$ cat config.mk
export PLATFORM = sky130hd
export DESIGN_NAME = req_encoder_4to2
export DESIGN_NICKNAME = d
export VERILOG_FILES = /design/src/rtl/req_enc_pkg.sv /design/src/rtl/req_sync_edge.sv /design/src/rtl/req_encoder_4to2.sv
export SDC_FILE = /design/constraint.sdc
export NUM_CORES = 1
export LEC_CHECK = 0
export BUFFER_PORTS_ARGS = -buffer_cell sky130_fd_sc_hd__buf_2
export CAP_MARGIN = 30
export CORE_ASPECT_RATIO = 0.7
export CORE_MARGIN = 5
export CORE_UTILIZATION = 25
export DETAILED_ROUTE_END_ITERATION = 16
export PLACE_DENSITY = 0.52
export SYNTH_ARGS = -nofsm -noshare
export SYNTH_HDL_FRONTEND = slang
export SYNTH_SLANG_ARGS = --single-unit
$ cat constraint.sdc
create_clock -name clk -period 1.7 [get_ports clk]
set_clock_uncertainty 0.1 [all_clocks]
set_input_delay 0.085 -clock clk [delete_from_list [all_inputs] [get_ports clk]]
set_output_delay 0.085 -clock clk [all_outputs]
set_load 0.03 [all_outputs]
$ cat src/rtl/req_enc_pkg.sv
// Shared types and constants for the 4-to-2 request encoder.
package req_enc_pkg;

   localparam int NUM_REQ = 4;
   localparam int CODE_W  = 2;

   typedef enum logic {IDLE, PRESENT} state_t;
   typedef logic [CODE_W-1:0] code_t;

endpackage

$ cat src/rtl/req_sync_edge.sv
// One request line: SYNC_STAGES-deep synchroniser followed by a falling-edge detector.
module req_sync_edge #(
   parameter int SYNC_STAGES = 2
) (
   input  logic clk,
   input  logic rst_n,
   input  logic req_n,
   output logic fall
);

   logic [SYNC_STAGES-1:0] sync_d, sync_q;
   logic                   s;
   logic                   prev_d, prev_q;

   always_comb begin
      sync_d = {sync_q[SYNC_STAGES-2:0], req_n};
      s      = sync_q[SYNC_STAGES-1];
      prev_d = s;
      fall   = prev_q & ~s;
   end

   // Flops reset high so a line held low through reset still yields one edge.
   always_ff @(posedge clk or negedge rst_n) begin
      if (!rst_n) begin
         sync_q <= '1;
         prev_q <= 1'b1;
      end else begin
         sync_q <= sync_d;
         prev_q <= prev_d;
      end
   end

endmodule

$ cat src/rtl/req_encoder_4to2.sv
// Captures falling edges on four active-low request lines and presents the winning index
// on a registered valid/ready port. Define REQ_ENC_ROUND_ROBIN_EN for rotating priority.
module req_encoder_4to2
   import req_enc_pkg::*;
#(
   parameter int SYNC_STAGES = 2
) (
   input  logic               clk,
   input  logic               rst_n,
   input  logic               cs_n,
   input  logic [NUM_REQ-1:0] req_n,
   output logic [CODE_W-1:0]  code,
   output logic               valid,
   input  logic               ready,
   output logic [NUM_REQ-1:0] pending,
   output logic               overrun
);

   logic [NUM_REQ-1:0] fall, set, clr;
   logic [NUM_REQ-1:0] pending_d, pending_q;
   logic               accept;
   state_t             state_d, state_q;
   code_t              code_d, code_q;
   logic               valid_d, valid_q;
   logic               overrun_d, overrun_q;

   for (genvar i = 0; i < NUM_REQ; i++) begin : g_sync
      req_sync_edge #(.SYNC_STAGES(SYNC_STAGES)) u_sync (
         .clk   (clk),
         .rst_n (rst_n),
         .req_n (req_n[i]),
         .fall  (fall[i])
      );
   end

`ifdef REQ_ENC_ROUND_ROBIN_EN
   code_t ptr_d, ptr_q;

   // Search starts just after the last accepted index; later assignments win.
   function automatic code_t pick_winner(input logic [NUM_REQ-1:0] p, input code_t ptr);
      code_t w;
      code_t idx;
      w = ptr;
      for (int k = NUM_REQ; k >= 1; k--) begin
         idx = ptr + code_t'(k);
         if (p[idx]) w = idx;
      end
      return w;
   endfunction
`else
   // Fixed priority: highest index wins.
   function automatic code_t pick_winner(input logic [NUM_REQ-1:0] p);
      code_t w;
      w = '0;
      for (int i = 0; i < NUM_REQ; i++)
         if (p[i]) w = code_t'(i);
      return w;
   endfunction
`endif

   always_comb begin
      accept    = valid_q & ready;
      set       = fall & {NUM_REQ{~cs_n}};
      clr       = accept ? ({{(NUM_REQ-1){1'b0}}, 1'b1} << code_q) : '0;
      // A set landing on the line being cleared wins and is not an overrun.
      pending_d = (pending_q & ~clr) | set;
      overrun_d = |(set & pending_q & ~clr);

      state_d = state_q;
      code_d  = code_q;
      valid_d = valid_q;
      case (state_q)
         IDLE: begin
            if (|pending_q) begin
`ifdef REQ_ENC_ROUND_ROBIN_EN
               code_d = pick_winner(pending_q, ptr_q);
`else
               code_d = pick_winner(pending_q);
`endif
               valid_d = 1'b1;
               state_d = PRESENT;
            end
         end
         PRESENT: begin
            if (accept) begin
               valid_d = 1'b0;
               state_d = IDLE;
            end
         end
         default: state_d = IDLE;
      endcase
`ifdef REQ_ENC_ROUND_ROBIN_EN
      ptr_d = accept ? code_q : ptr_q;
`endif
   end

   always_ff @(posedge clk or negedge rst_n) begin
      if (!rst_n) begin
         state_q   <= IDLE;
         code_q    <= '0;
         valid_q   <= 1'b0;
         pending_q <= '0;
         overrun_q <= 1'b0;
`ifdef REQ_ENC_ROUND_ROBIN_EN
         ptr_q     <= '0;
`endif
      end else begin
         state_q   <= state_d;
         code_q    <= code_d;
         valid_q   <= valid_d;
         pending_q <= pending_d;
         overrun_q <= overrun_d;
`ifdef REQ_ENC_ROUND_ROBIN_EN
         ptr_q     <= ptr_d;
`endif
      end
   end

   assign code    = code_q;
   assign valid   = valid_q;
   assign pending = pending_q;
   assign overrun = overrun_q;

endmodule
==> out/metrics.cfg, run 1 <==
[global_routing]
grt_pass1_vias=553
track_usage_pct=7.62
antenna_found_initial=0
grt_first_pass_wirelength_mm=2.59
grt_max_degree=22
overflow=0

[layout]
areaGrowthSynthToFinish_pct=29.1
diodes=0
n_fill_cell=295
regArea_um2=541
final_common_cell=buf_2
layout_common_cells=buf_2 (15), dfstp_2 (12), dfrtp_1 (9)
layoutNonFillerInstCount=118
multiInputGateArea_um2=241
drive_above_1_share_pct=47.5
fin_nets=89

[synth]
syn_nets=63
syn_avg_cell_area_um2=14.3
ys_types=20
ys_seq_elements=21
synth-seq-area-share_pct=68.8
yosys_warnings=0
synth_area_um2=786
syn-instance-count=55

[clock_tree]
clkLatencyLatePin_ns=0.26
root_buffer=clkbuf_8
cts_sinks=21
clock_path_buffers=2
cts_tree=yes
cts_resized=0
path_clk_slew_ns=0.07
cts-buffers-inserted=3
ctsHtreeMaxLevel=1

[timing]
layout_worst_path_cycle_share_pct=73.9
fin_tns_setup_ns=0
maxSlewViolCount=0
clock.fmax_mhz=796
fin_crit_ns=1.26
rsz0062_at_grt=false
setup_viol=0
hold_viol=0
worst_pin_slew_ns=0.454
slew_headroom_pct=69.7

[job]
max-cap-violations=0

[die]
coreArea_um2=3080
initial_core_util_pct=25.5
dieWidth_um=77.0
placementRows=17
io_pins=16
die_h_um=56.9
die-area_um2=4380

[drt]
drc=0
wl_mm=1.49
drtIter0Drc=11
vias=509
wl_per_cell_um=12.6
viasPerCell=4.31
antenna_left=0
dr.pass1.iters=3

[power]
p_per_area_nw_per_um2=1560
sw_frac_of_total_pct=38.4
p_switching_mw=0.607
p_seq_share_pct=49.6
worst_ir_drop_vdd_mv=0.416
p_comb_share_pct=30.2
p_total_mw=1.58
internal_power_mw=0.976
p_clk_share_pct=20.2
cellLeakagePower_nw=0.421

[setup_path]
worstPathRequired_ns=1.75
r2r_setup_slack_ns=0.44
worstPathArrival_ns=1.31
start_kind=flip-flop
criticalPathCategory=reg2reg
end_kind=flip-flop
critPathMaxFanout=5

[run_status]
status=complete, no violations

[worst_hold_path]
worstHoldPathType=in2reg

[place]
placed_cells=108
port-buffer-count=15
gp_congestion=0.704
hpwl_mm=1.09

==> path summary, 6_finish.rpt <==
check                                              to                        from  cells past startpoint
hold / removal                             pending[2]                        cs_n                      2
hold reg to reg            g_sync[3].u_sync.sync_q[1]  g_sync[3].u_sync.sync_q[0]                      0
setup reg to reg                              state_q                  pending[1]                      3
max in group asynchronous     g_sync[1].u_sync.prev_q                       rst_n                      2
min in group asynchronous                  pending[3]                       rst_n                      2
setup / recovery                              state_q                  pending[1]                      3
==> critical path, cell delays in order, from the launching register on <==
cell and delay [ns]:
dfrtp_1 0.46, nor4_4 0.38, nor2_2 0.06, a21o_1 0.15
==> synth_stat cells <==
cell type | number | area [um^2]
nor4_4 | 1 | 21.3
inv_1 | 1 | 3.75
nand2b_1 | 1 | 6.26
o21ai_0 | 4 | 20.0
nand2_1 | 2 | 7.51
a21oi_1 | 3 | 15.0
a2bb2oi_1 | 1 | 8.76
nor2_2 | 1 | 6.26
nand4_1 | 1 | 6.26
a22o_2 | 1 | 10.0
a21o_1 | 1 | 7.51
nor2_1 | 6 | 22.5
dfrtp_1 | 9 | 225
dfstp_2 | 12 | 315
nand4bb_1 | 1 | 11.3
o31ai_1 | 1 | 7.51
a22o_1 | 2 | 17.5
and4bb_2 | 4 | 50.1
nand4b_1 | 2 | 17.5
o22ai_1 | 1 | 6.26
==> logic make-up (layout without fill, tap and decap cells) <==
| group | count (synthesis) | in the layout | synth area share (%) |
|---|---|---|---|
| flip-flops | 21 | 21 | 68.8 |
| AND/OR/NAND/NOR | 19 | 19 | 19.0 |
| AO/OA/AOI/OAI | 14 | 14 | 11.8 |
| buffers and inverters | 1 | 26 | 0.477 |
==> power groups by stage <==
| stage | logic [mW] | clock network [mW] | registers (mW) |
|---|---|---|---|
| 2_1_floorplan | 0.168 | 0 | 0.928 |
| 3_3_place_gp | 0.473 | 0 | 0.784 |
| 3_5_place_dp | 0.477 | 0 | 0.795 |
| 4_1_cts | 0.487 | 0.339 | 0.786 |
| 5_1_grt | 0.521 | 0.360 | 0.815 |
| 6_report | 0.478 | 0.319 | 0.785 |
==> state kept, by name, summed over array words and instances (netlist names) <==
| name | count |
|---|---|
| g_sync.u_sync.sync_q | 8 |
| g_sync.u_sync.prev_q | 4 |
| pending | 4 |
| code | 2 |
| overrun | 1 |
| state_q | 1 |
| valid | 1 |
==> metrics by stage <==
stage               instance area [um^2]  hold slack (ns)  setup slack (ns)  utilization, %
floorplan                            786           -0.311             0.390               -
global placement                     908          -0.0326             0.461            29.5
detailed placement                   908          -0.0308             0.448            29.5
CTS                                 1010          0.00731             0.438            32.9
global route                        1010           0.0391             0.385            32.9
finish                              1010           0.0131             0.443            32.9
==> what timing repair did <==
action	CTS	global route
setup buffers	0	0
endpoints found under the setup margin	0	0
hold endpoints to repair	14	0
hold buffers	6	0
==> routing by layer <==
layer  vias to the layer above  wire (um)  track usage [%]
li1                        253          -                -
met1                       241        693             9.35
met2                        13        659             11.4
met3                         2        121             4.49
met4                         0         13             2.21
met5                         -          0                0
==> cell type report <==
| type | count | area share (%) |
|---|---|---|
| clock buffer | 3 | 4.07 |
| inverter | 1 | 0.370 |
| clock inverter | 1 | 0.493 |
| timing repair buffer | 21 | 13.3 |
| multi-input combinational | 33 | 23.8 |
| sequential | 21 | 53.3 |
| tap | 38 | 4.69 |
Power figures use the tool's default switching activity.
==> run 2, diff against run 1 <==
PLACE_DENSITY = 0.53   (was 0.52)
clock period = 1 ns   (was 1.7 ns; I/O delays follow)
==> out/metrics.cfg, run 2 (synthesized netlist as in run 1, its figures left out) <==
[power]
worst_ir_drop_vdd_mv=0.872  ; +110%
cellLeakagePower_nw=0.508  ; +21%
p_per_area_nw_per_um2=2720  ; +74%
p_total_mw=3.27  ; +110%

[job]
max-cap-violations=0  ; unchanged

[timing]
worst_pin_slew_ns=0.450  ; -0.00452 ns
clock.fmax_mhz=822  ; +3.3%
setup_viol=16  ; +16
fin_tns_setup_ns=-2.11  ; -2.11 ns
slew_headroom_pct=70.0  ; +0.30 points
setup_slack_ns=-0.217  ; -0.660 ns
rsz0062_at_grt=true
fin_crit_ns=1.22  ; -0.0402 ns
layout_worst_path_cycle_share_pct=122  ; +48 points
hold_viol=0  ; unchanged
maxSlewViolCount=0  ; unchanged

[place]
gp_congestion=0.694  ; -1.5%
port-buffer-count=15  ; unchanged
hpwl_mm=1.17  ; +7.3%
dp_slack_ns=-0.227  ; -0.675 ns
placed_cells=117  ; +8.3%

[die]
io_pins=16  ; unchanged
placementRows=17  ; unchanged
dieWidth_um=77.0  ; unchanged
die-area_um2=4380  ; unchanged
initial_core_util_pct=25.5  ; unchanged
die_h_um=56.9  ; unchanged
coreArea_um2=3080  ; unchanged

[layout]
largest_reg_flops=8  ; unchanged
fin_nets=103  ; +16%
regMostFlops=g_sync.u_sync.sync_q
final_util_pct=39.0  ; +6.1 points
layoutNonFillerInstCount=132  ; +12%
drive_above_1_share_pct=62.8  ; +15 points
areaGrowthSynthToFinish_pct=53.0
n_fill_cell=305  ; +3.4%
final_common_cell=buf_6
layout_common_cells=buf_6 (13), dfstp_2 (12), buf_2 (8)
diodes=0  ; unchanged

[clock_tree]
cts_sinks=21  ; unchanged
clkLatencyLatePin_ns=0.25  ; about the same
cts-buffers-inserted=3  ; unchanged
cts_tree=yes
path_clk_slew_ns=0.08  ; about the same
root_buffer=clkbuf_8
clock_path_buffers=2  ; unchanged
ctsHtreeMaxLevel=1  ; unchanged

[setup_path]
cpMaxStageDelayCell=dfrtp_2
cp_top_family=flip-flops
worstPathCellList=nor4_4, nor2_2, a21o_1
r2r_setup_slack_ns=-0.22  ; -0.66 ns
crit_buf_inv=0  ; unchanged
crit_path_max_incr_delay_ns=0.44  ; -0.02 ns
end_kind=flip-flop
start_kind=flip-flop
worstPathArrival_ns=1.27  ; -0.04 ns
worstPathRequired_ns=1.05  ; -0.70 ns
criticalPathCategory=reg2reg
critPathMaxFanout=4  ; -1

[global_routing]
antenna_found_initial=0  ; unchanged
grt_pass1_vias=624  ; +13%
grt_max_degree=22  ; unchanged
overflow=0  ; unchanged
grt_first_pass_wirelength_mm=2.97  ; +15%
track_usage_pct=8.49  ; +0.87 points

[drt]
wl_mm=1.59  ; +7.2%
vias=574  ; +13%
viasPerCell=4.35  ; +0.81%
antenna_left=0  ; unchanged
wl_per_cell_um=12.1  ; -4.2%
dr.pass1.iters=2  ; -1
drtIter0Drc=9  ; -2
drc=0  ; unchanged

[worst_hold_path]
worstHoldPathType=in2reg

[run_status]
violations=negative setup slack
status=complete, but fails checks

-- run 2: layout make-up --
| class | count | area [um^2] | area share [%] |
|---|---|---|---|
| clock inverters | 1 | 6.26 | 0.520 |
| clock buffers | 3 | 41.3 | 3.43 |
| multi-input cells | 33 | 245 | 20.4 |
| well taps | 38 | 47.5 | 3.95 |
| inverters | 1 | 3.75 | 0.312 |
| repair buffers | 35 | 309 | 25.7 |
| flip-flops and latches | 21 | 549 | 45.7 |
-- run 2: repair_timing --
action | in CTS | in global routing
setup buffers | 4 | 0
hold buffers | 7 | 0
hold endpoints to repair | 27 | 0
pin swaps | 2 | 0
resized for setup | 19 | 2
endpoints found under the setup margin | 16 | 16
-- run 2: layer usage --
metal / wire length (um) / up-vias / share of wire (%) / GRT usage (%)
met4: 11 / 0 / 0.69 / 2.21
met3: 107 / 2 / 6.7 / 4.33
met2: 714 / 13 / 45 / 12.7
met1: 761 / 277 / 48 / 10.9
li1: - / 282 / - / -
met5: 0 / - / 0 / 0
-- run 2: worst paths after layout --
kind | cells past startpoint | endpoint | start
setup reg to reg | 3 | state_q | pending[1]
hold reg to reg | 0 | g_sync[3].u_sync.sync_q[1] | g_sync[3].u_sync.sync_q[0]
min in group asynchronous | 2 | pending[2] | rst_n
hold / removal | 3 | state_q | ready
max in group asynchronous | 2 | g_sync[3].u_sync.prev_q | rst_n
setup / recovery | 3 | state_q | pending[1]
-- run 2: report_power, final --
group	internal, mW	switching, mW
Clock	0.283	0.270
Combinational	0.768	0.611
Sequential	1.08	0.256
Total	2.13	1.14
-- run 2: tightest hold or removal path, stage by stage --
cell and delay, ns:
buf_2 0.13, nand2_1 0.06, a21o_1 0.10
-- run 2: stage by stage --
| step | area, um^2 | hold WS, ns |
|---|---|---|
| 6_report | 1200 | 0.00979 |
| 3_3_place_gp | 985 | -0.0807 |
| 4_1_cts | 1190 | 0.00266 |
| 3_5_place_dp | 985 | -0.0676 |
| 5_1_grt | 1200 | 0.0212 |
| 2_1_floorplan | 795 | -0.346 |
